`config.mk`:
```
export PLATFORM = sky130hd
export DESIGN_NAME = control_sequencer_team1_flat
export DESIGN_NICKNAME = d
export VERILOG_FILES = /design/src/rtl/control_sequencer_team1_pkg.sv /design/src/rtl/control_sequencer_team1_if.sv /design/src/rtl/control_sequencer_team1_reg_ref_decoder.sv /design/src/rtl/control_sequencer_team1.sv /design/src/flat_wrapper.sv
export SDC_FILE = /design/constraint.sdc
export NUM_CORES = 1
export LEC_CHECK = 0
export CORE_UTILIZATION = 25
export CTS_CLUSTER_DIAMETER = 100
export CTS_CLUSTER_SIZE = 40
export DETAILED_ROUTE_END_ITERATION = 10
export GPL_TIMING_DRIVEN = 0
export PLACE_DENSITY = 0.67
export SLEW_MARGIN = 30
export SYNTH_ARGS = -nofsm -noshare
export SYNTH_HDL_FRONTEND = slang
export SYNTH_SLANG_ARGS = --single-unit
```
`constraint.sdc`:
```
create_clock -name clk -period 2 [get_ports clk]
set_input_delay 0.5 -clock clk [delete_from_list [all_inputs] [get_ports clk]]
set_output_delay 0.5 -clock clk [all_outputs]
set_load 0.005 [all_outputs]
```
`src/rtl/control_sequencer_team1_pkg.sv`:
```
// Shared encodings for the basic-computer control sequencer.
package control_pkg_team1;

    localparam int unsigned DATA_W = 16;
    localparam int unsigned ADDR_W = 12;
    localparam int unsigned SC_W   = 3;

    typedef enum logic [3:0] {
        ST_IDLE,
        ST_T0,
        ST_T1,
        ST_T2,
        ST_T3,
        ST_T4,
        ST_T5,
        ST_T6,
        ST_HALT
    } state_t;

    typedef enum logic [2:0] {
        BUS_NONE = 3'b000,
        BUS_AR   = 3'b001,
        BUS_PC   = 3'b010,
        BUS_DR   = 3'b011,
        BUS_AC   = 3'b100,
        BUS_IR   = 3'b101,
        BUS_TR   = 3'b110,
        BUS_MEM  = 3'b111
    } bus_sel_t;

    typedef enum logic [2:0] {
        ALU_NONE = 3'b000,
        ALU_AND  = 3'b001,
        ALU_ADD  = 3'b010,
        ALU_LDDR = 3'b011,
        ALU_CMA  = 3'b100
    } alu_op_t;

    localparam logic [2:0] OP_AND    = 3'd0;
    localparam logic [2:0] OP_ADD    = 3'd1;
    localparam logic [2:0] OP_LDA    = 3'd2;
    localparam logic [2:0] OP_STA    = 3'd3;
    localparam logic [2:0] OP_BUN    = 3'd4;
    localparam logic [2:0] OP_BSA    = 3'd5;
    localparam logic [2:0] OP_ISZ    = 3'd6;
    localparam logic [2:0] OP_REGREF = 3'd7;

    localparam int unsigned RR_CLA = 11;
    localparam int unsigned RR_CMA = 9;
    localparam int unsigned RR_INC = 5;
    localparam int unsigned RR_SNA = 3;
    localparam int unsigned RR_SZA = 2;
    localparam int unsigned RR_HLT = 0;

    // One cycle's worth of datapath control.
    typedef struct packed {
        bus_sel_t bus_sel;
        logic     ld_ar;
        logic     ld_pc;
        logic     ld_dr;
        logic     ld_ac;
        logic     ld_ir;
        logic     inc_ar;
        logic     inc_pc;
        logic     inc_dr;
        logic     inc_ac;
        logic     clr_ac;
        logic     mem_write;
        alu_op_t  alu_op;
    } ctrl_t;

endpackage

```
`src/rtl/control_sequencer_team1_if.sv`:
```
// Sequencer <-> datapath control/status bundle.
interface control_sequencer_team1_if
    import control_pkg_team1::*;
();
    logic              run;
    logic [DATA_W-1:0] ir;
    logic              ac_zero;
    logic              ac_msb;
    logic              dr_zero;
    logic [2:0]        bus_sel;
    logic              ld_ar, ld_pc, ld_dr, ld_ac, ld_ir;
    logic              inc_ar, inc_pc, inc_dr, inc_ac, clr_ac;
    logic              mem_write;
    logic [2:0]        alu_op;
    logic [SC_W-1:0]   sc;
    logic              halted;

    modport master (
        input  run, ir, ac_zero, ac_msb, dr_zero,
        output bus_sel, ld_ar, ld_pc, ld_dr, ld_ac, ld_ir,
        output inc_ar, inc_pc, inc_dr, inc_ac, clr_ac,
        output mem_write, alu_op, sc, halted
    );

    modport slave (
        output run, ir, ac_zero, ac_msb, dr_zero,
        input  bus_sel, ld_ar, ld_pc, ld_dr, ld_ac, ld_ir,
        input  inc_ar, inc_pc, inc_dr, inc_ac, clr_ac,
        input  mem_write, alu_op, sc, halted
    );
endinterface

```
`src/rtl/control_sequencer_team1_reg_ref_decoder.sv`:
```
// Register-reference instruction decode (all requested micro-ops act together).
module reg_ref_decoder_team1
    import control_pkg_team1::*;
(
    input  logic [ADDR_W-1:0] rr_bits,
    input  logic              ac_zero,
    input  logic              ac_msb,
    output logic              clr_ac,
    output logic              ld_ac,
    output alu_op_t           alu_op,
    output logic              inc_ac,
    output logic              inc_pc,
    output logic              hlt_req
);
    // Bits with no action in this instruction subset.
    logic unused_rr_bits;
    assign unused_rr_bits = ^{rr_bits[10], rr_bits[8:6], rr_bits[4], rr_bits[1]};

    // CLA wins over CMA so AC never sees a load and a clear together.
    always_comb begin
        clr_ac  = rr_bits[RR_CLA];
        ld_ac   = rr_bits[RR_CMA] & ~rr_bits[RR_CLA];
        alu_op  = ld_ac ? ALU_CMA : ALU_NONE;
        inc_ac  = rr_bits[RR_INC];
        inc_pc  = (rr_bits[RR_SNA] & ac_msb) | (rr_bits[RR_SZA] & ac_zero);
        hlt_req = rr_bits[RR_HLT];
    end
endmodule

```
`src/rtl/control_sequencer_team1.sv`:
```
// Sequence-counter control unit: fetch, decode, indirect and execute timing.
module control_sequencer_team1
    import control_pkg_team1::*;
(
    input  logic                        clk,
    input  logic                        rst_n,
    control_sequencer_team1_if.master   bus
);
    state_t          state_q, state_d;
    logic            i_bit_q;
    logic [2:0]      opcode_q;
    ctrl_t           ctrl;
    logic [SC_W-1:0] sc;
    logic            halted;
    logic            end_instr;

    logic    rr_clr_ac, rr_ld_ac, rr_inc_ac, rr_inc_pc, rr_hlt_req;
    alu_op_t rr_alu_op;

    reg_ref_decoder_team1 u_rr_dec (
        .rr_bits (bus.ir[ADDR_W-1:0]),
        .ac_zero (bus.ac_zero),
        .ac_msb  (bus.ac_msb),
        .clr_ac  (rr_clr_ac),
        .ld_ac   (rr_ld_ac),
        .alu_op  (rr_alu_op),
        .inc_ac  (rr_inc_ac),
        .inc_pc  (rr_inc_pc),
        .hlt_req (rr_hlt_req)
    );

    // State register.
    always_ff @(posedge clk or negedge rst_n) begin
        if (!rst_n) state_q <= ST_IDLE;
        else        state_q <= state_d;
    end

    // Latch I and opcode as IR is decoded at the end of T2.
    always_ff @(posedge clk or negedge rst_n) begin
        if (!rst_n) begin
            i_bit_q  <= 1'b0;
            opcode_q <= 3'b000;
        end else if (state_q == ST_T2) begin
            i_bit_q  <= bus.ir[DATA_W-1];
            opcode_q <= bus.ir[DATA_W-2:ADDR_W];
        end
    end

    // Next-state and per-cycle strobe decode.
    always_comb begin
        ctrl      = '0;
        state_d   = state_q;
        end_instr = 1'b0;
        sc        = '0;
        halted    = 1'b0;
        case (state_q)
            ST_IDLE: if (bus.run) state_d = ST_T0;
            ST_T0: begin
                sc           = SC_W'(0);
                ctrl.bus_sel = BUS_PC;
                ctrl.ld_ar   = 1'b1;
                state_d      = ST_T1;
            end
            ST_T1: begin
                sc           = SC_W'(1);
                ctrl.bus_sel = BUS_MEM;
                ctrl.ld_ir   = 1'b1;
                ctrl.inc_pc  = 1'b1;
                state_d      = ST_T2;
            end
            ST_T2: begin
                sc           = SC_W'(2);
                ctrl.bus_sel = BUS_IR;
                ctrl.ld_ar   = 1'b1;
                state_d      = ST_T3;
            end
            ST_T3: begin
                sc = SC_W'(3);
                if (opcode_q == OP_REGREF) begin
                    if (!i_bit_q) begin
                        ctrl.clr_ac = rr_clr_ac;
                        ctrl.ld_ac  = rr_ld_ac;
                        ctrl.alu_op = rr_alu_op;
                        ctrl.inc_ac = rr_inc_ac;
                        ctrl.inc_pc = rr_inc_pc;
                    end
                    if (!i_bit_q && rr_hlt_req) state_d   = ST_HALT;
                    else                        end_instr = 1'b1;
                end else begin
                    if (i_bit_q) begin
                        ctrl.bus_sel = BUS_MEM;
                        ctrl.ld_ar   = 1'b1;
                    end
                    state_d = ST_T4;
                end
            end
            ST_T4: begin
                sc = SC_W'(4);
                case (opcode_q)
                    OP_AND, OP_ADD, OP_LDA, OP_ISZ: begin
                        ctrl.bus_sel = BUS_MEM;
                        ctrl.ld_dr   = 1'b1;
                        state_d      = ST_T5;
                    end
                    OP_STA: begin
                        ctrl.bus_sel   = BUS_AC;
                        ctrl.mem_write = 1'b1;
                        end_instr      = 1'b1;
                    end
                    OP_BUN: begin
                        ctrl.bus_sel = BUS_AR;
                        ctrl.ld_pc   = 1'b1;
                        end_instr    = 1'b1;
                    end
                    OP_BSA: begin
                        ctrl.bus_sel   = BUS_PC;
                        ctrl.mem_write = 1'b1;
                        ctrl.inc_ar    = 1'b1;
                        state_d        = ST_T5;
                    end
                    default: end_instr = 1'b1;
                endcase
            end
            ST_T5: begin
                sc = SC_W'(5);
                case (opcode_q)
                    OP_AND: begin ctrl.alu_op = ALU_AND;  ctrl.ld_ac = 1'b1; end_instr = 1'b1; end
                    OP_ADD: begin ctrl.alu_op = ALU_ADD;  ctrl.ld_ac = 1'b1; end_instr = 1'b1; end
                    OP_LDA: begin ctrl.alu_op = ALU_LDDR; ctrl.ld_ac = 1'b1; end_instr = 1'b1; end
                    OP_BSA: begin
                        ctrl.bus_sel = BUS_AR;
                        ctrl.ld_pc   = 1'b1;
                        end_instr    = 1'b1;
                    end
                    OP_ISZ: begin
                        ctrl.inc_dr = 1'b1;
                        state_d     = ST_T6;
                    end
                    default: end_instr = 1'b1;
                endcase
            end
            ST_T6: begin
                sc             = SC_W'(6);
                ctrl.bus_sel   = BUS_DR;
                ctrl.mem_write = 1'b1;
                ctrl.inc_pc    = bus.dr_zero;
                end_instr      = 1'b1;
            end
            ST_HALT: halted = 1'b1;
            default: state_d = ST_IDLE;
        endcase
        // run is only consulted here, so a low run never aborts an instruction.
        if (end_instr) state_d = bus.run ? ST_T0 : ST_IDLE;
    end

    assign bus.bus_sel   = ctrl.bus_sel;
    assign bus.ld_ar     = ctrl.ld_ar;
    assign bus.ld_pc     = ctrl.ld_pc;
    assign bus.ld_dr     = ctrl.ld_dr;
    assign bus.ld_ac     = ctrl.ld_ac;
    assign bus.ld_ir     = ctrl.ld_ir;
    assign bus.inc_ar    = ctrl.inc_ar;
    assign bus.inc_pc    = ctrl.inc_pc;
    assign bus.inc_dr    = ctrl.inc_dr;
    assign bus.inc_ac    = ctrl.inc_ac;
    assign bus.clr_ac    = ctrl.clr_ac;
    assign bus.mem_write = ctrl.mem_write;
    assign bus.alu_op    = ctrl.alu_op;
    assign bus.sc        = sc;
    assign bus.halted    = halted;
endmodule

```
`src/flat_wrapper.sv`:
```
// flat-port wrapper written by rule: the top's interface ports become plain ports
module control_sequencer_team1_flat import control_pkg_team1::*;
  (clk, rst_n, bus_run, bus_ir, bus_ac_zero, bus_ac_msb, bus_dr_zero, bus_bus_sel, bus_ld_ar, bus_ld_pc, bus_ld_dr, bus_ld_ac, bus_ld_ir, bus_inc_ar, bus_inc_pc, bus_inc_dr, bus_inc_ac, bus_clr_ac, bus_mem_write, bus_alu_op, bus_sc, bus_halted);
  control_sequencer_team1_if bus_i ();
  input  logic clk;
  input  logic rst_n;
  input wire logic [$bits(bus_i.run)-1:0] bus_run;
  input wire logic [$bits(bus_i.ir)-1:0] bus_ir;
  input wire logic [$bits(bus_i.ac_zero)-1:0] bus_ac_zero;
  input wire logic [$bits(bus_i.ac_msb)-1:0] bus_ac_msb;
  input wire logic [$bits(bus_i.dr_zero)-1:0] bus_dr_zero;
  output wire logic [$bits(bus_i.bus_sel)-1:0] bus_bus_sel;
  output wire logic [$bits(bus_i.ld_ar)-1:0] bus_ld_ar;
  output wire logic [$bits(bus_i.ld_pc)-1:0] bus_ld_pc;
  output wire logic [$bits(bus_i.ld_dr)-1:0] bus_ld_dr;
  output wire logic [$bits(bus_i.ld_ac)-1:0] bus_ld_ac;
  output wire logic [$bits(bus_i.ld_ir)-1:0] bus_ld_ir;
  output wire logic [$bits(bus_i.inc_ar)-1:0] bus_inc_ar;
  output wire logic [$bits(bus_i.inc_pc)-1:0] bus_inc_pc;
  output wire logic [$bits(bus_i.inc_dr)-1:0] bus_inc_dr;
  output wire logic [$bits(bus_i.inc_ac)-1:0] bus_inc_ac;
  output wire logic [$bits(bus_i.clr_ac)-1:0] bus_clr_ac;
  output wire logic [$bits(bus_i.mem_write)-1:0] bus_mem_write;
  output wire logic [$bits(bus_i.alu_op)-1:0] bus_alu_op;
  output wire logic [$bits(bus_i.sc)-1:0] bus_sc;
  output wire logic [$bits(bus_i.halted)-1:0] bus_halted;
  assign bus_i.run = bus_run;
  assign bus_i.ir = bus_ir;
  assign bus_i.ac_zero = bus_ac_zero;
  assign bus_i.ac_msb = bus_ac_msb;
  assign bus_i.dr_zero = bus_dr_zero;
  assign bus_bus_sel = bus_i.bus_sel;
  assign bus_ld_ar = bus_i.ld_ar;
  assign bus_ld_pc = bus_i.ld_pc;
  assign bus_ld_dr = bus_i.ld_dr;
  assign bus_ld_ac = bus_i.ld_ac;
  assign bus_ld_ir = bus_i.ld_ir;
  assign bus_inc_ar = bus_i.inc_ar;
  assign bus_inc_pc = bus_i.inc_pc;
  assign bus_inc_dr = bus_i.inc_dr;
  assign bus_inc_ac = bus_i.inc_ac;
  assign bus_clr_ac = bus_i.clr_ac;
  assign bus_mem_write = bus_i.mem_write;
  assign bus_alu_op = bus_i.alu_op;
  assign bus_sc = bus_i.sc;
  assign bus_halted = bus_i.halted;
  control_sequencer_team1 u_core (.clk(clk), .rst_n(rst_n), .bus(bus_i));
endmodule
```
[Yosys cells after proc, flatten, opt, wreduce, memory -nomap -nowiden]
Index checks and enable logic that the tools add are counted.
Storage, ports and cells
  register bits after elaboration: 8
  bits of input ports: 22
Cells by class
  multiplexer cells: 47
  equal/unequal tests: 20
  bitwise operators: 5
  reductions and logical operators: 11
Operators by type and width (count)
  $mux 4: 8
  $pmux 4 s8: 1
  $mux 1: 21
  $pmux 3 s7: 1
  $pmux 3 s6: 1
  $eq 4x3->1 const B: 4
  $eq 3x3->1 const B: 4
  $pmux 3 s4: 1
  $mux 3: 3
  $ne 3x2->1 const B: 3
  $eq 4x2->1 const B: 2
  $pmux 1 s2: 4
  $eq 3x2->1 const B: 2
  $mux 2: 3
  $pmux 2 s3: 1
  $pmux 3 s2: 1
  $reduce_or 2->1: 3
  $reduce_and 5->1: 1
  $reduce_or 5->1: 1
  $eq 4x1->1 const B: 1
  $eq 4x4->1 const B: 1
  $logic_not 4->1: 1
  $ne 4x3->1 const B: 1
  $pmux 1 s4: 1
  11 further kinds: 13

[Depth between registers and ports, before layout]
Gate-level depths: netlist (run 1).
  depth in word-level cells: 7
  depth in mapped cells: 6
  gate-level depth less buffers: 4

[By module]
A second synthesis (run 1) with hierarchy kept.
Unflattened totals
  cells, all modules: 123
  area total of the unflattened synthesis: 962.2 um^2
By module, submodules not included
  control_sequencer_team1: seq. area each 200.2 um^2, area an instance 898.4 um^2, cells an instance 114, times used 1
  reg_ref_decoder_team1: seq. area each 0.0 um^2, area an instance 63.8 um^2, cells an instance 9, times used 1

[Worst setup path before layout (run 1)]
OpenSTA, ideal clock, no wires.
  path type: register to output
  start point: reg u_core.state_q[0]
  end point: out bus_ld_ac
  stages on the path, launching flop included: 6
  arrival time: 1.305 ns
  required time: 1.500 ns
  slack: 0.195 ns
  path buffers: 1
  cell sequence: dfrtp_1 -> buf_2 -> nor2_4 -> nand3_2 -> or3_4 -> o32ai_2
Between the ends
  word-level cells in the longest chain between the ends: 2
  elaborated cells between the ends (all ways): 3
  classes of those cells: eq/ne: 2; mux: 1
RTL lines
  start: declaration: RTL line control_sequencer_team1.sv:9  | state_t state_q, state_d;
  start signal: assignment: RTL line control_sequencer_team1.sv:35  | else state_q <= state_d;
  $eq 4x3->1: RTL line control_sequencer_team1.sv:56  | case (state_q)
  $pmux 1 s2 (*): RTL line control_sequencer_team1.sv:56
  end: declaration: RTL line flat_wrapper.sv:16  | output wire logic [$bits(bus_i.ld_ac)-1:0] bus_ld_ac;
Mark *: on every way between the ends. The rest lies on a longest branch, timed or not.

[Worst setup path in the final report (run 1)]
  start point: reg u_core.opcode_q[0]
  end point: out bus_ld_ac
Between the ends
  word-level cells in the longest chain between the ends: 4
  elaborated cells between the ends (all ways): 8
  classes of those cells: eq/ne: 3; mux: 3; reduce/logical: 2
RTL lines
  start: declaration: RTL line control_sequencer_team1.sv:11  | logic [2:0] opcode_q;
  start signal: assignment: RTL line control_sequencer_team1.sv:45  | opcode_q <= bus.ir[DATA_W-2:ADDR_W];
  $eq 3x1->1, or another cell as far along: RTL line control_sequencer_team1.sv:126  | case (opcode_q)
  $reduce_or 3->1 (no line)
  $mux 1: RTL line control_sequencer_team1.sv:126
  $pmux 1 s2 (*): RTL line control_sequencer_team1.sv:56
Marked as above.

==> results of run 1 <==
worst paths after layout:
| kind | startpoint | end | slack (ns) | cells past startpoint |
|---|---|---|---|---|
| min reg2reg | u_core.opcode_q[2] | u_core.opcode_q[2] | 0.73 | 2 |
| max in group asynchronous | rst_n | u_core.state_q[1] | 1.21 | 1 |
| min in group clk | u_core.opcode_q[2] | u_core.opcode_q[2] | 0.73 | 2 |
| min | rst_n | u_core.i_bit_q | 0.52 | 1 |
| max reg2reg | u_core.opcode_q[0] | u_core.state_q[0] | 0.33 | 6 |
| max | u_core.opcode_q[0] | bus_ld_ac | -0.14 | 5 |
cell families after synthesis:
group / count (synthesis) / synth area share
mux: 5 / 0.06687
buf+inv: 14 / 0.07447
simple gates: 52 / 0.3541
compound gates: 27 / 0.2386
fa+ha+maj: 1 / 0.01216
flops: 8 / 0.2432
xor+xnor: 1 / 0.01064
state kept, by name, indices dropped and copies added (netlist names):
signal	cells
u_core.i_bit_q	1
u_core.opcode_q	3
u_core.state_q	4
metal layers:
metal  routed length [um]  part of all wire  global-route usage  vias up
met5                    0                 0                   0        -
met4                   98             0.031             0.09864        0
met3                  251             0.080             0.02838       13
met2                 1598              0.51              0.3467       65
met1                 1180              0.38              0.1906      512
li1                     -                 -                   -      513
per-stage QoR:
step	instance area, sq um	worst slack (ns)	util	hold WS, ns
6_report	1516	-0.1433	0.4927	0.5195
5_1_grt	1516	-0.2294	0.4927	0.5343
4_1_cts	1488	-0.1920	0.4833	0.5299
3_5_place_dp	1239	-0.4243	0.4024	0.6637
3_3_place_gp	1239	-0.4297	0.4024	0.6548
2_1_floorplan	823.3	0.1952	-	0.2044
area by class of cell:
class,instances,area [sq um]
well taps,44,55.05
multi-input cells,86,688.2
plain buffers,6,66.31
inverters,4,15.01
flip-flops and latches,8,205.2
clock buffers,3,22.52
repair buffers,57,464.2
fillers,302,1562
Yosys cell counts (all sizes together), types with 2 or more instances:
| cell type | number |
|---|---|
| o2bb2ai | 2 |
| nor3 | 8 |
| mux2 | 4 |
| a21oi | 7 |
| nand2b | 7 |
| dfrtp | 8 |
| and2 | 3 |
| and3 | 2 |
| o21ai | 3 |
| o32ai | 2 |
| nand3b | 2 |
| a31oi | 2 |
| or3 | 2 |
| inv | 4 |
| nor2 | 10 |
| nand2 | 10 |
| clkbuf | 5 |
| nand3 | 3 |
| buf | 5 |
power breakdown:
group / switching (mW) / total, mW / internal (mW)
combinational: 0.884 / 1.83 / 0.945
sequential: 0.116 / 0.358 / 0.242
clock: 0.0498 / 0.118 / 0.0683
what timing repair did:
item / 4_1_cts / 5_1_grt
pin swaps: 15 / 13
gates resized for setup: 102 / 29
setup buffers: 15 / 6
hold buffers: 0 / 0
endpoints found under the setup margin: 21 / 16
==> out/results.tsv, run 1 <==
metric	value	unit
status	finished with violations	
violated checks	negative setup slack	
Detailed Place HPWL	1978	um
clk sink count	8	
area leader, netlist	dfrtp_1	
CP Launch Type	flop	
Setup crit end kind	output port	
CTS Root Cell	clkbuf_4	
Routed WL per cell	15.04	um
Layout area overhead	84.19	%
Setup CP Type	reg2out	
Clock Pin Slew Worst Setup and Hold Paths	0.05	ns
CP required	1.50	ns
fraction of registers with async set/reset	1.000	
1st-iter DRT viols	38	
num ports	43	
H-tree depth	1	
fraction of layout cells with a size suffix above 1	0.5122	
largest net degree at the start of global routing	11	
Synth Area per Inst	7.623	sq um
first-pass GRT wire length	4871	um
DRC viols	0	
Syn Nets	130	
ant diodes	0	
Overflow after GRT	0	
PnR worst setup slack	-0.1433	ns
setup TNS	-0.7154	ns
Setup-failing EPs final	9	
RSZ-0062 raised after global routing	yes	
Leak	0.6739	nW
CP max-delay cell	dfrtp_1	
Seq/Total Area, Yosys	0.2432	
Max rail drop VDD	0.5822	mV
Final #Nets	188	
Yosys reg bits	8	
crit path max fanout	6	
GRT Util Overall	0.1832	
worst path buffer plus inverter count	1	
via count	1103	
core area	0.003078	sq mm
post-route ant nets	0	
Synth area leaders	dfrtp_1 24%, mux2_2 5.5%, nand2b_1 5.3%	
Synth Cell Area	823.3	sq um
Yosys warnings	0	
Initial Util	0.2675	
pwr/cell area	1520	mW/mm^2
Clock Path Buffers	2	
Slew Limit Fails	0	
Top FF cell, synth	dfrtp_1	
aggregate routed wire length	3128	um
Post-synth EDFFs	0	
Layout Cells excl Fill	208	
initial antenna violation count	0	
router iterations before antenna repair	4	
die extent in x	59.39	um
Hold/Removal Path Class	in2async	
PortBufs	36	
top-area cell type share of the netlist area	0.2432	
Arr. time, crit path	1.64	ns
Max-Cap Viols	0	
vias in the first global route	1100	
post-placement cell count	188	
CP top delay family	simple AND/OR/NAND/NOR gates	
worst skew pair latency	0.25	ns
Mapped Cells	108	
Final Wtd Congestion	0.8379	
Max Freq	466.6	MHz
Least-Margin Pin Slew	0.3841	ns
fin crit share	1.072	
most frequent cells in the layout	15 x buf_2, 15 x clkdlybuf4s50_1, 14 x buf_4	
die height	59.39	um
clk_skew	0.0002958	ns
relative slew slack	0.7425	
via-per-instance ratio	5.303	
Total Power	2.305	mW
CP max stage delay	0.39	ns
Site Rows	20	
minimum clock period	2.143	ns
CTS buffer count	3	
CTS tree	built	
die area	0.003527	sq mm
worst-path cell chain	and2_4, nand3_4, or3_4, o32ai_2, buf_2	
final-report hold violation count	0	
Yosys cell types	44	
(Power assumes the default switching activity.)
==> inputs of run 2 (changes only) <==
ABC_AREA = 1   (was not set)
==> run 2 against run 1 <==
Net effect: the flow still finishes with violations (negative setup slack); clock power grew 22%; register-to-register slack better by 0.12 ns; worst setup slack worse by 0.037 ns; utilization up 2.0 points; via count decreased by 2.5%.
==> out/results.tsv, run 2 <==
metric	value	unit	change
CTS tree	built		
Largest register FFs	4		unchanged
clk sink count	8		unchanged
Max-Cap Viols	0		unchanged
Yosys reg bits	8		unchanged
RSZ-0062 raised after global routing	yes		
Synth Cell Area	815.8	sq um	-0.91%
Synth area leaders	dfrtp_1 25%, nand2_1 12%, nor2_4 8.3%		
Setup CP Type	reg2out		
Top FF cell, synth	dfrtp_1		
worst-path cell chain	buf_12, nor2_4, nand2_4, buf_12, nor2_4, nand2_4, o21ai_1, buf_2		
GRT Util Overall	0.1809		-0.002334
post-placement cell count	196		+4.3%
r2r worst-path depth	9		+3
Seq/Total Area, Yosys	0.2454		+0.002238
PnR worst setup slack	-0.1800	ns	-0.03665 ns
Final #Nets	207		+10%
flop2flop setup slack	0.45	ns	+0.12 ns
status	finished with violations		
DR WL met3	159	um	-37%
CP required	1.50	ns	about the same
vias in the first global route	1034		-6.0%
CTS Root Cell	clkbuf_4		
top-count cell post-synth	nand2_1		
synth cell count leaders	25 x nand2_1, 12 x inv_1, 10 x nor2_1		
Overflow after GRT	0		unchanged
Initial Util	0.2650		-0.002439
Yosys cell types	27		-39%
Slew Limit Fails	0		unchanged
Met2 Wirelength	1587	um	-0.69%
Routed WL per cell	13.56	um	-9.9%
num ports	43		unchanged
post-route ant nets	0		unchanged
Least-Margin Pin Slew	0.4393	ns	+0.05519 ns
final-report hold violation count	0		unchanged
Max Freq	458.7	MHz	-1.7%
Site Rows	20		unchanged
Clock Path Buffers	2		unchanged
core area	0.003078	sq mm	unchanged
Clock Pin Slew Worst Setup and Hold Paths	0.06	ns	about the same
clk_skew	0.0003619	ns	+0.00006617 ns
die area	0.003496	sq mm	-0.87%
Synth Area per Inst	7.033	sq um	-7.7%
crit path max fanout	4		-2
Mapped Cells	116		+7.4%
CP Launch Type	flop		
Syn Nets	138		+6.2%
worst skew pair latency	0.28	ns	+0.03 ns
setup TNS	-1.430	ns	-0.7144 ns
die height	59.13	um	-0.44%
largest register by flop count	u_core.state_q		
Post-synth EDFFs	0		unchanged
most frequent cells in the layout	21 x buf_4, 18 x nand2_1, 15 x clkdlybuf4s50_1		
Top Registers	u_core.state_q x4, u_core.opcode_q x3, u_core.i_bit_q x1		
Arr. time, crit path	1.68	ns	+0.04 ns
Top Metal Used	met4		
area leader, netlist	dfrtp_1		
relative slew slack	0.7062		-0.03632
via count	1075		-2.5%
fraction of layout cells with a size suffix above 1	0.5847		+0.07250
1st-iter DRT viols	25		-34%
via-per-instance ratio	4.736		-11%
aggregate routed wire length	3077	um	-1.6%
Detailed Place HPWL	1747	um	-12%
pwr/cell area	1345	mW/mm^2	-12%
Leak	0.8008	nW	+19%
Layout Cells excl Fill	227		+9.1%
Filler cells	278		-7.9%
ant diodes	0		unchanged
CTS buffer count	3		unchanged
Setup-failing EPs final	12		+3
fraction of registers with async set/reset	1.000		unchanged
Hold/Removal Path Class	in2async		
violated checks	negative setup slack		
Setup crit end kind	output port		
R2R Path End	u_core.state_q[2]		
Finished Cell Area	0.001579	sq mm	+4.1%
largest net degree at the start of global routing	10		-1
Layout area overhead	93.56	%	
placed cell area	0.001231	sq mm	-0.61%
die extent in x	59.13	um	-0.44%
PortBufs	36		unchanged
first-pass GRT wire length	4733	um	-2.8%
DRC viols	0		unchanged
CP max-delay cell	dfrtp_2		
Metal-1 WL	1189	um	+0.76%
R2R Path Start	u_core.state_q[3]		
top-area cell type share of the netlist area	0.2454		+0.002238
Yosys warnings	0		unchanged
initial antenna violation count	0		unchanged
CP max stage delay	0.45	ns	+0.06 ns
fin crit share	1.090		+0.01833
most common cell after layout, fill and taps aside	buf_4		
H-tree depth	1		unchanged
minimum clock period	2.180	ns	+0.03665 ns
Final Wtd Congestion	0.8883		+6.0%
router iterations before antenna repair	5		+1
Max rail drop VDD	0.3180	mV	-45%
[run 2: cell count changes in the layout (fill, tap and decap cells not counted), moves of 4 or more]
| cell | before | now |
|---|---|---|
| nand2b_4 | 5 | 0 |
| nor2_2 | 0 | 8 |
| buf_4 | 14 | 21 |
| inv_2 | 2 | 6 |
| nand2_4 | 0 | 8 |
| inv_1 | 2 | 8 |
| nand2_1 | 8 | 18 |
| mux2_2 | 4 | 0 |
| o21ai_0 | 1 | 5 |
| nor2_4 | 2 | 12 |
| nor2_1 | 8 | 4 |
[run 2: layout make-up]
| cell class | count | area [sq um] | share of cell area |
|---|---|---|---|
| buffer | 1 | 11.26 | 0.007132 |
| tap | 44 | 55.05 | 0.03487 |
| clock buffer | 3 | 22.52 | 0.01426 |
| sequential | 8 | 206.4 | 0.1307 |
| multi-input combinational | 89 | 664.4 | 0.4208 |
| inverter | 18 | 76.32 | 0.04834 |
| timing repair buffer | 64 | 543.0 | 0.3439 |
[run 2: worst max-delay path, delay by kind of cell, from the launching register on]
| family | cells | cell delay, ns |
|---|---|---|
| AO/OA/AOI/OAI | 1 | 0.09 |
| buffers and inverters | 3 | 0.42 |
| flip-flops | 1 | 0.45 |
| AND/OR/NAND/NOR | 4 | 0.44 |
[run 2: kinds of logic (layout without fill, tap and decap cells)]
| kind of cell | Yosys count | in the layout | share of synthesized area |
|---|---|---|---|
| flops | 8 | 8 | 0.2454 |
| simple gates | 68 | 68 | 0.4785 |
| buf+inv | 19 | 86 | 0.09815 |
| compound gates | 21 | 21 | 0.1779 |
[run 2: power breakdown]
group	switching (mW)	internal, mW
clock	0.0736	0.0699
combinational	0.887	0.746
sequential	0.104	0.243
total	1.07	1.06
[run 2: worst max path at each step]
stage | endpoint | slack (ns) | start
floorplan | bus_ld_ac | 0.45 | u_core.state_q[1]
global placement | bus_inc_pc | -0.23 | bus_ir[3]
detailed placement | bus_inc_pc | -0.22 | bus_ir[3]
CTS | bus_sc[1] | -0.20 | u_core.state_q[3]
global route | bus_ld_ar | -0.23 | u_core.state_q[3]
finish | bus_ld_ar | -0.18 | u_core.state_q[3]
[run 2: metrics by stage]
step	util	hold slack, ns	setup WS, ns	power, mW
global route	0.5130	0.5594	-0.2286	2.267
global placement	0.4000	0.5641	-0.2291	1.451
floorplan	-	0.2044	0.4481	1.012
detailed placement	0.4000	0.5840	-0.2170	1.460
CTS	0.4699	0.5189	-0.1986	1.852
finish	0.5130	0.5277	-0.1800	2.124
[run 2: layer usage]
layer	global-route usage	up-vias
met5	0	-
met4	0.08163	0
met3	0.02402	12
met2	0.3247	46
met1	0.2129	502
li1	-	515
[run 2: repair_timing]
| action | CTS | global route |
|---|---|---|
| resized for setup | 73 | 39 |
| pin swaps | 15 | 12 |
| hold buffers | 0 | 0 |
| setup buffers | 20 | 9 |
| endpoints found under the setup margin | 21 | 18 |
| cloned | 0 | 0 |
==> inputs of run 3 (changes only) <==
ABC_CLOCK_PERIOD_IN_PS = 2000   (was not set)
CTS_BUF_LIST = sky130_fd_sc_hd__clkbuf_2   (was not set)
==> run 3 against run 2 <==
Net effect: the run still ends with negative setup slack left; utilization increased by 2.9 points; clock skew about the same; largest power group unchanged; largest cell class unchanged; non-clock buffer count up 12; wire length up 11%; hold slack improved by 0.010 ns; clock power decreased by 22%; register-to-register slack worse by 0.41 ns; cell count increased by 5.3%; sequential cell count unchanged.
==> out/results.tsv, run 3 (synthesis results as in run 2) <==
metric	value	unit	change
status	finished with violations		
violated checks	negative setup slack		
Finished Cell Area	0.001669	sq mm	+5.7%
PnR worst setup slack	-0.1102	ns	+0.06981 ns
Setup crit end kind	output port		
router iterations before antenna repair	4		-1
Initial Util	0.2650		unchanged
Setup CP Type	reg2out		
largest register by flop count	u_core.state_q		
Max rail drop VDD	0.4092	mV	+29%
RSZ-0062 raised after global routing	yes		
CTS buffer count	3		unchanged
worst-path cell chain	buf_4, buf_4, nand2_4, nor2_4, buf_6, nand4_1, o41ai_2, buf_2		
PortBufs	36		unchanged
DRC viols	0		unchanged
vias in the first global route	1048		+1.4%
most common cell after layout, fill and taps aside	buf_4		
num ports	43		unchanged
Layout area overhead	104.6	%	
H-tree depth	1		unchanged
crit path max fanout	4		unchanged
Max-Cap Viols	0		unchanged
Hold/Removal Path Class	in2async		
Overflow after GRT	0		unchanged
clk_skew	0.0001322	ns	-0.0002297 ns
CP max-delay cell	dfrtp_2		
Site Rows	20		unchanged
CP Launch Type	flop		
clk sink count	8		unchanged
relative slew slack	0.6988		-0.007438
fin crit share	1.055		-0.03491
CP max stage delay	0.42	ns	-0.03 ns
via-per-instance ratio	4.728		-0.16%
GRT Util Overall	0.1828		+0.001920
Min Hold Slack	0.5377	ns	+0.01000 ns
aggregate routed wire length	3404	um	+11%
fraction of layout cells with a size suffix above 1	0.6154		+0.03069
pwr/cell area	1355	mW/mm^2	+0.77%
Clock Path Buffers	2		unchanged
CTS Root Cell	clkbuf_2		
clock power share	0.049		-0.019
net switching power	1.145	mW	+7.5%
Gate power share	0.809		+0.040
placed cell area	0.001231	sq mm	unchanged
core area	0.003078	sq mm	unchanged
Leak	0.8388	nW	+4.7%
Largest register FFs	4		unchanged
1st-iter DRT viols	30		+20%
Slew Limit Fails	0		unchanged
largest net degree at the start of global routing	10		unchanged
CTS tree	built		
setup TNS	-0.6413	ns	+0.7886 ns
Clock Pin Slew Worst Setup and Hold Paths	0.09	ns	+0.03 ns
CP most frequent cell	buf_4		
Max Freq	473.9	MHz	+3.3%
Arr. time, crit path	1.61	ns	-0.07 ns
CP required	1.50	ns	about the same
minimum clock period	2.110	ns	-0.06981 ns
Sw Share	0.5060		+0.004378
die area	0.003496	sq mm	unchanged
Filler cells	263		-5.4%
post-route ant nets	0		unchanged
most frequent cells in the layout	34 x buf_4, 16 x nand2_1, 15 x clkdlybuf4s50_1		
Least-Margin Pin Slew	0.4505	ns	+0.01112 ns
final-report hold violation count	0		unchanged
die extent in x	59.13	um	unchanged
die height	59.13	um	unchanged
worst skew pair latency	0.26	ns	-0.02 ns
Top Registers	u_core.state_q x4, u_core.opcode_q x3, u_core.i_bit_q x1		
Detailed Place HPWL	1747	um	unchanged
ant diodes	0		unchanged
via count	1130		+5.1%
Setup-failing EPs final	12		unchanged
Final #Nets	219		+5.8%
Final Wtd Congestion	0.8883		unchanged
sequential share of power	0.142		-0.021
Routed WL per cell	14.24	um	+5.1%
initial antenna violation count	0		unchanged
first-pass GRT wire length	4774	um	+0.87%
Int Power	1.117	mW	+5.6%
post-cts hold buffer count	0		unchanged
run 3: changes by cell type in the layout (fill, tap and decap cells not counted), sizes merged:
cell | before | now
buf | 41 | 53
clkbuf | 6 | 5
clkdlybuf4s15 | 0 | 4
dlygate4sd2 | 3 | 2
dlymetal6s2s | 3 | 1
run 3: path summary, 6_finish.rpt:
kind | end | cells past startpoint | slack (ns) | from
min | u_core.opcode_q[0] | 1 | 0.54 | rst_n
min reg2reg | u_core.state_q[1] | 2 | 0.64 | u_core.state_q[3]
max | bus_ld_pc | 8 | -0.11 | u_core.state_q[1]
max reg2reg | u_core.state_q[0] | 14 | 0.04 | u_core.opcode_q[2]
max in group asynchronous | u_core.state_q[2] | 1 | 1.13 | rst_n
min in group clk | u_core.state_q[1] | 2 | 0.64 | u_core.state_q[3]
run 3: power groups by stage:
| stage | registers, mW | clock network [mW] | logic, mW |
|---|---|---|---|
| finish | 0.321 | 0.112 | 1.83 |
| global route | 0.326 | 0.118 | 1.95 |
| CTS | 0.329 | 0.107 | 1.43 |
| detailed placement | 0.332 | 0 | 1.13 |
| global placement | 0.332 | 0 | 1.12 |
| floorplan | 0.315 | 0 | 0.696 |
run 3: critical path, delay by kind of cell (launching register included):
family | cells | cell delay, ns
buffers and inverters | 4 | 0.51
DFF | 1 | 0.42
and+or+nand+nor | 3 | 0.32
AOI/OAI and AO/OA | 1 | 0.08
run 3: layout make-up:
type | count | area, sq um | area share
Tap cell | 44 | 55.05 | 0.03298
Sequential cell | 8 | 206.4 | 0.1237
Inverter | 18 | 71.32 | 0.04273
Clock buffer | 3 | 15.01 | 0.008996
Buffer | 1 | 11.26 | 0.006747
Timing Repair Buffer | 76 | 619.3 | 0.3711
Multi-Input combinational cell | 89 | 690.7 | 0.4138
run 3: per-layer routing:
metal  vias to the layer above  GRT usage  routed length, um
met3                        15    0.01310                170
met1                       521     0.2172               1297
met5                         -          0                  0
met2                        57     0.3409               1785
met4                         0    0.06803                150
li1                        537          -                  -
run 3: through the flow:
stage / setup WS [ns] / utilization / instances / power (mW)
finish: -0.1102 / 0.5423 / 239 / 2.262
global route: -0.1820 / 0.5423 / 239 / 2.393
CTS: -0.1733 / 0.4902 / 226 / 1.869
detailed placement: -0.2170 / 0.4000 / 196 / 1.460
global placement: -0.2291 / 0.4000 / 196 / 1.451
floorplan: 0.4481 / - / 116 / 1.012
run 3: timing repair:
item                       CTS  global route
resized for setup           79            40
setup buffers               27            14
pin swaps                   15            14
setup endpoints to repair   21            20
